==> config.mk <==
export PLATFORM = sky130hd
export DESIGN_NAME = buffer_ctrl
export DESIGN_NICKNAME = d
export VERILOG_FILES = /design/src/rtl/buffer_pkg.sv /design/src/rtl/ptr_counter.sv /design/src/rtl/buffer_ctrl.sv
export SDC_FILE = /design/constraint.sdc
export NUM_CORES = 1
export LEC_CHECK = 0
export ABC_AREA = 1
export BUFFER_PORTS_ARGS = -buffer_cell sky130_fd_sc_hd__buf_2
export CAP_MARGIN = 20
export CORE_MARGIN = 2
export CORE_UTILIZATION = 51
export CTS_CLUSTER_DIAMETER = 40
export DETAILED_ROUTE_END_ITERATION = 12
export PLACE_DENSITY = 0.84
export SLEW_MARGIN = 20
export SYNTH_ARGS = -nofsm -noshare
export SYNTH_HDL_FRONTEND = slang
export SYNTH_SLANG_ARGS = --single-unit
export TNS_END_PERCENT = 5
==> constraint.sdc <==
create_clock -name clk -period 3.3 [get_ports clk]
set_input_delay 0.66 -clock clk [delete_from_list [all_inputs] [get_ports clk]]
set_output_delay 0.66 -clock clk [all_outputs]
set_load 0.02 [all_outputs]
==> src/rtl/buffer_pkg.sv <==
// Shared types for the word buffer controller.
// State encoding is also visible on the top-level state port.
package buffer_pkg;

   typedef enum logic [1:0] {
      IDLE  = 2'd0,
      RUN   = 2'd1,
      FLUSH = 2'd2
   } state_t;

endpackage

==> src/rtl/ptr_counter.sv <==
// Wrapping BIT-bit buffer pointer advancing by STEP per enable.
// Wrap comes for free from BIT-bit arithmetic since depth is 2**BIT.
module ptr_counter #(
   parameter int BIT  = 4,
   parameter int STEP = 1
) (
   input  logic           clk,
   input  logic           rst,
   input  logic           clr,
   input  logic           en,
   output logic [BIT-1:0] ptr
);

   localparam logic [BIT-1:0] STEP_W = BIT'(STEP);

   logic [BIT-1:0] ptr_q;
   logic [BIT-1:0] ptr_d;

   // next pointer: clear wins over advance
   always_comb begin
      ptr_d = ptr_q;
      if (clr)
         ptr_d = '0;
      else if (en)
         ptr_d = ptr_q + STEP_W;
   end

   // pointer register
   always_ff @(posedge clk or posedge rst) begin
      if (rst)
         ptr_q <= '0;
      else
         ptr_q <= ptr_d;
   end

   assign ptr = ptr_q;

endmodule

==> src/rtl/buffer_ctrl.sv <==
// Beat-based buffer controller: K-word writes, J-word reads, flush FSM.
// Optional sticky protocol error flag enabled by BUFFER_CTRL_ERR_EN.
module buffer_ctrl
   import buffer_pkg::*;
#(
   parameter int SIZE = 16,
   parameter int K    = 4,
   parameter int J    = 8,
   localparam int BIT = $clog2(SIZE)
) (
   input  logic           clk,
   input  logic           rst,
   input  logic           in_valid,
   output logic           in_ready,
   input  logic           out_ready,
   output logic           out_valid,
   input  logic           flush,
   output logic           ld,
   output logic [BIT-1:0] write_add,
   output logic [BIT-1:0] read_add,
   output logic [BIT:0]   count,
   output logic [1:0]     state
`ifdef BUFFER_CTRL_ERR_EN
  ,output logic           err
`endif
);

   localparam logic [BIT:0] SZ_W = (BIT+1)'(SIZE);
   localparam logic [BIT:0] K_W  = (BIT+1)'(K);
   localparam logic [BIT:0] J_W  = (BIT+1)'(J);

   state_t       state_q;
   state_t       state_d;
   logic [BIT:0] occ_q;
   logic [BIT:0] occ_d;
   logic [BIT:0] room;
   logic         wr_beat;
   logic         rd_beat;
   logic         clr;

   assign room      = SZ_W - occ_q;
   assign in_ready  = (state_q == RUN) && (room >= K_W);
   assign out_valid = (state_q == RUN) && (occ_q >= J_W);
   assign wr_beat   = in_valid & in_ready;
   assign rd_beat   = out_valid & out_ready;
   assign ld        = wr_beat;
   assign clr       = (state_q == FLUSH);

   // next state and occupancy from pre-edge occupancy
   always_comb begin
      state_d = state_q;
      occ_d   = occ_q;
      unique case (state_q)
         IDLE:    state_d = RUN;
         RUN: begin
            occ_d = occ_q + (wr_beat ? K_W : '0) - (rd_beat ? J_W : '0);
            if (flush)
               state_d = FLUSH;
         end
         FLUSH: begin
            occ_d   = '0;
            state_d = IDLE;
         end
         default: state_d = IDLE;
      endcase
   end

   // state and occupancy registers
   always_ff @(posedge clk or posedge rst) begin
      if (rst) begin
         state_q <= IDLE;
         occ_q   <= '0;
      end else begin
         state_q <= state_d;
         occ_q   <= occ_d;
      end
   end

   ptr_counter #(.BIT(BIT), .STEP(K)) u_wr_ptr (
      .clk (clk),
      .rst (rst),
      .clr (clr),
      .en  (wr_beat),
      .ptr (write_add)
   );

   ptr_counter #(.BIT(BIT), .STEP(J)) u_rd_ptr (
      .clk (clk),
      .rst (rst),
      .clr (clr),
      .en  (rd_beat),
      .ptr (read_add)
   );

   assign count = occ_q;
   assign state = state_q;

`ifdef BUFFER_CTRL_ERR_EN
   logic err_q;
   logic err_d;

   // sticky flag for offers/requests the buffer cannot honour
   always_comb begin
      err_d = err_q;
      if (state_q == FLUSH)
         err_d = 1'b0;
      else if ((state_q == RUN) &&
               ((in_valid && (room < K_W)) ||
                (out_ready && (occ_q < J_W))))
         err_d = 1'b1;
   end

   // error flag register
   always_ff @(posedge clk or posedge rst) begin
      if (rst)
         err_q <= 1'b0;
      else
         err_q <= err_d;
   end

   assign err = err_q;
`endif

endmodule
Word level (Yosys, flattened, before mapping)
Index checks and enable logic that the tools add are counted.
{"block": "totals", "regBits": 15, "out_inout_bits": 18, "wordCells": 31}
{"block": "classes", "bitwise_logic": 2, "order_cmp": 2, "mux": 9, "n_eq_ne": 3, "add_sub_neg": 5, "n_reduce_logical": 6}
{"cell": "two-way mux 4 bit", "count": 5}
{"cell": "case mux 5 bit (2 select lines)", "count": 1}
{"cell": "nonzero test 2 bit", "count": 3}
{"cell": "adder 5 x 3 -> 5 bit", "count": 1}
{"cell": ">= comparator 5 x 3 -> 1 bit, second input constant", "count": 1}
{"cell": ">= comparator 5 x 4 -> 1 bit, second input constant", "count": 1}
{"cell": "subtractor 5 x 4 -> 5 bit", "count": 1}
{"cell": "subtractor 5 bit, first input constant", "count": 1}
{"cell": "adder 4 x 3 -> 4 bit, second input constant", "count": 1}
{"cell": "adder 4 bit, second input constant", "count": 1}
{"cell": "case mux 2 bit (2 select lines)", "count": 1}
{"cell": "two-way mux 3 bit", "count": 1}
{"cell": "AND 1 bit", "count": 2}
{"cell": "== test 2 x 1 -> 1 bit, second input constant", "count": 1}
{"cell": "== test 2 bit, second input constant", "count": 1}
{"cell": "logical AND 1 bit", "count": 2}
{"cell": "logical NOT 2 bit", "count": 1}
{"cell": "two-way mux 2 bit", "count": 1}
{"cell": "inequality test 2 bit, second input constant", "count": 1}

Longest topological paths before layout
{"block": "depth", "depth_word": 8, "depth_mapped": 13}

Cells and area by module
A second synthesis with hierarchy kept.
{"block": "unflattened", "hier_cells": 89, "area_unflattened_um2": 660.6}
{"module": "buffer_ctrl", "area_each_um2": 478.0, "seq_area_each_um2": 125.1, "instances": 1, "cells_per_inst": 63}
{"module": "ptr_counter at u_wr_ptr", "area_each_um2": 108.9, "seq_area_each_um2": 50.0, "instances": 1, "cells_per_inst": 15}
{"module": "ptr_counter at u_rd_ptr", "area_each_um2": 73.8, "seq_area_each_um2": 25.0, "instances": 1, "cells_per_inst": 11}

Worst setup path before layout
No wires, ideal clock.
{"block": "synth_path", "path_kind": "register to register", "startpoint": "register occ_q[3] (netlist: count[3])", "endpoint": "register occ_q[4] (netlist: count[4])", "synth_period_minus_slack_ps": 2245, "n_path_buf": 0, "setup_slack_ps": 1055, "arrival_time_ps": 2129, "setup_time_ps": 117, "stages_incl_launch_ff": 14, "path_cell_list": "dfrtp_1 inv_1 ha_1 inv_1 nand2_1 nor2_1 nand2_2 nand3_4 ha_1 inv_1 fa_1 xor2_1 nand2_1 nand2_1"}
{"block": "synth_between", "elab_chain_cells": 8, "word_cells_on_any_way": 12, "classes_between": "add/sub: 3; order compare: 2; mux: 3; bitwise: 2; reduce/logical: 2"}
{"item": "from (decl)", "line": "buffer_ctrl.sv:34", "source": "logic [BIT:0] occ_q;"}
{"item": "from (signal assigned)", "line": "buffer_ctrl.sv:72", "source": "occ_q <= '0;"}
{"item": "from (signal assigned)", "line": "buffer_ctrl.sv:75", "source": "occ_q <= occ_d;"}
{"item": "subtractor 5 bit", "line": "buffer_ctrl.sv:41", "source": "assign room = SZ_W - occ_q;"}
{"item": ">= comparator 5 x 3 -> 1 bit", "line": "buffer_ctrl.sv:42", "source": "assign in_ready = (state_q == RUN) && (room >= K_W);"}
{"item": "logical AND 1 bit", "line": "buffer_ctrl.sv:42"}
{"item": "AND 1 bit", "line": "buffer_ctrl.sv:44", "source": "assign wr_beat = in_valid & in_ready;"}
{"item": "two-way mux 3 bit", "line": "buffer_ctrl.sv:56", "source": "occ_d = occ_q + (wr_beat ? K_W : '0) - (rd_beat ? J_W : '0);"}
{"item": "adder 5 x 3 -> 5 bit", "line": "buffer_ctrl.sv:56"}
{"item": "subtractor 5 x 4 -> 5 bit (*)", "line": "buffer_ctrl.sv:56"}
{"item": "case mux 5 bit (2 select lines) (*)", "line": "buffer_ctrl.sv:53", "source": "unique case (state_q)"}
Every way passes the cells marked *; elsewhere a longest branch is shown, timed or not.
A chain may end at the register's enable or synchronous reset.

Worst setup path after layout
{"block": "layout_path", "startpoint": "register occ_q[3] (netlist: count[3])", "endpoint": "output port ld"}
{"block": "layout_between", "elab_chain_cells": 4}
{"item": "subtractor 5 bit", "line": "buffer_ctrl.sv:41"}
{"item": ">= comparator 5 x 3 -> 1 bit", "line": "buffer_ctrl.sv:42"}
{"item": "logical AND 1 bit", "line": "buffer_ctrl.sv:42"}
{"item": "AND 1 bit", "line": "buffer_ctrl.sv:44"}
{"item": "to (decl)", "line": "buffer_ctrl.sv:18", "source": "output logic ld,"}
Every way passes these cells.

==> metrics.csv <==
stage,metric,value,unit
floorplan,Chip Width,40.4,µm
setup_path,CP peak stage delay,420,ps
global_route,vias in the first global route,462,
setup_path,cell family with most CP delay,flip-flops,
synth,number of synthesized flops with an enable pin,0,
floorplan,num rows,13,
synth,mux share of post-synthesis cell area,0,%
drt,DR pass1 iterations,4,
placement,Placed Cells,115,
floorplan,I/O Pins,23,
cells_and_area,Inserted Diodes,0,
timing,FMAX,430,MHz
setup_path,reg2reg setup slack,1050,ps
timing,Final TNS setup,0,ps
power,Power Density,1100,mW/mm²
synth,top cell type's share of synthesized area,29.7,%
cells_and_area,Fillers,119,
setup_path,Critical Path RT,2640,ps
cells_and_area,Non-Filler Instances,118,
setup_path,crit-path cells,inv_1 > ha_1 > inv_1 > nand2_1 > nor2_1 > nand2_2 > nand3_4 > inv_1 > buf_2,
synth,largest family of logic cells by synthesized area,simple AND/OR/NAND/NOR gates,
timing,final worst slack,975,ps
synth,synthesized area per cell,7.84,µm²
setup_path,WP depth,9,
setup_path,WP buf/inv,4,
synth,ys async rst share,100,%
timing,Layout Skew,7.15,ps
floorplan,Die ar.,0.00163,mm²
global_route,Total GRT Usage,19.0,%
synth,largest cells by area after synthesis,"dfrtp_1 30%, ha_1 19%, nand2_1 11%",
drt,total number of vias,521,
synth,Unique masters post-synth,20,
clock_network,post_cts resized,0,
global_route,pin count of the biggest net entering global routing,9,
cells_and_area,P&R area growth vs syn,12.8,%
global_route,initial antenna violation count,0,
placement,DP HPWL,1.02,mm
cells_and_area,share of cells above drive strength 1,23.3,%
clock_network,CTS tree,done,
setup_path,startpoint types,flop,
setup_path,Crit Reg-Reg Endpoint,count[4],
synth,Synth Warn #,0,
drt,Detail Route Antenna Nets,0,
timing,unrepaired setup endpoints after global routing,false,
setup_path,Crit-path slowest cell,dfrtp_1,
synth,Most used DFF post-synth,dfrtp_1,
setup_path,Worst EP arrival,1670,ps
timing,Final Setup Violations,0,
placement,gpl congestion,0.819,
synth,most frequent cells after synthesis,"19 x nand2_1, 17 x inv_1, 10 x ha_1",
clock_network,CTS Root Cell,clkbuf_4,
setup_path,CP endpoint,ld,
synth,Synth area leader,dfrtp_1,
clock_network,"Clk pin slew, worst setup/hold paths",60,ps
drt,Remaining DRCs,0,
cells_and_area,Final nets,121,
placement,dpl ws,1060,ps
synth,"Seq/Total Area, Yosys",29.7,%
drt,via-per-instance ratio,4.42,
drt,final WL,1.23,mm
synth,Post-Syn Area,674,µm²
setup_path,most frequent CP cell,inv_1,
timing,crit share post-route,70.5,%
setup_path,Worst Setup SP,count[3],
synth,top-count cell post-synth,nand2_1,
floorplan,starting density of the core,53.2,%
drt,drt initial violations,9,
clock_network,Setup Buffers After CTS,0,
timing,Final min period,2330,ps
flow_run,Max Cap Violations,0,
floorplan,Core Area,0.00127,mm²
setup_path,CP endpoint kind,output pin,
power,Max VDD drop,0.440,mV
min_path,Hold Path Class,primary input to async pin,
synth,compound-cell area share of the yosys netlist,5.19,%
clock_network,clk buf depth,2,
clock_network,Num CTS Buffers,3,
synth,xor and xnor area share after synthesis,2.60,%
placement,PortBufs,15,
setup_path,Worst R2R Start,count[3],
setup_path,FF-to-FF path depth,13,
clock_network,worst-skew pair later-pin latency,260,ps
synth,Post-Synth Simple-Gate Area,22.6,%
clock_network,H-tree depth,1,
setup_path,"Max FO, Critical Path",5,
floorplan,Die Y,40.4,µm
drt,WL/cell,10.4,µm
status,status,completed,
synth,post-synthesis register bit count,8,
synth,Post-Synthesis Cells,86,
global_route,first-pass GRT wire length,1.93,mm
clock_network,Post-CTS Hold Buffers,0,
timing,endpoints failing hold,0,
setup_path,"Worst Path Class, Setup",flop to output pin,
synth,Synth Area in Adders,21.5,%
global_route,Congestion Overflow GR,0,
clock_network,clk sinks,8,
timing,max-slew violations,0,
power,P_leak,0.465,nW
[worst register-to-register path: stages, from the launching register on]
cell and delay [ps]:
dfrtp_1 410, inv_1 120, ha_1 290, inv_1 30, nand2_1 60, nor2_1 50
nand2_2 80, nand3_4 90, ha_1 310, inv_1 50, fa_1 370, xor2_1 170
nand2_1 60, nand2_1 50
[metrics by stage]
stage / utilization [%] / instance area (µm²) / power [mW] / hold slack [ps]
2_1_floorplan: - / 697 / 0.623 / 476
3_3_place_gp: 58.2 / 738 / 0.731 / 536
3_5_place_dp: 58.2 / 738 / 0.761 / 548
4_1_cts: 60.0 / 761 / 0.845 / 340
5_1_grt: 60.0 / 761 / 0.943 / 354
6_report: 60.0 / 761 / 0.835 / 338
[area by class of cell]
type | instances | area (µm²) | share of cell area, %
flip-flops and latches | 8 | 200 | 26.3
well taps | 15 | 18.8 | 2.47
multi-input cells | 59 | 377 | 49.5
repair buffers | 15 | 75.1 | 9.87
inverters | 18 | 67.6 | 8.88
clock buffers | 3 | 22.5 | 2.96
[power by group]
group | internal (mW) | switching, mW
registers | 0.146 | 0.0429
clock network | 0.0417 | 0.0349
logic | 0.207 | 0.361
total | 0.395 | 0.439
[worst min path at each step]
stage                     from               to  slack, ps  cells after the start
2_1_floorplan              rst         count[2]        480                      1
3_3_place_gp   u_wr_ptr.ptr[3]  u_wr_ptr.ptr[3]        540                      2
3_5_place_dp   u_rd_ptr.ptr[3]  u_rd_ptr.ptr[3]        550                      3
4_1_cts                    rst         state[0]        340                      2
5_1_grt                    rst         count[2]        350                      2
6_report                   rst         count[2]        340                      2
[sequential cells by signal, indices dropped and copies added, names as in the netlist]
register	flops
u_wr_ptr.ptr	2
state	2
count	3
u_rd_ptr.ptr	1
[placed cells by master (no fill, tap or decap), types with 3 or more instances in the layout]
cell,n
nand2_1,19
inv_1,17
buf_2,15
ha_1,10
dfrtp_1,8
conb_1,7
nor2_1,5
nand3_1,4
clkbuf_4,3
[layer usage]
layer | track usage (%) | up-vias | wire length [µm]
met5 | 0 | - | 0
met4 | 5.00 | 0 | 0
met3 | 8.33 | 0 | 66
met2 | 32.9 | 16 | 602
met1 | 20.7 | 228 | 558
li1 | - | 277 | -
[logic make-up (layout without fill, tap and decap cells)]
group | count (synthesis) | in the layout
adders and majority gates | 11 | 11
DFF | 8 | 8
other | 1 | 7
buffers and inverters | 25 | 36
AOI/OAI and AO/OA | 6 | 6
and+or+nand+nor | 33 | 33
xor gates and xnor gates | 2 | 2
(Power assumes the default switching activity.)
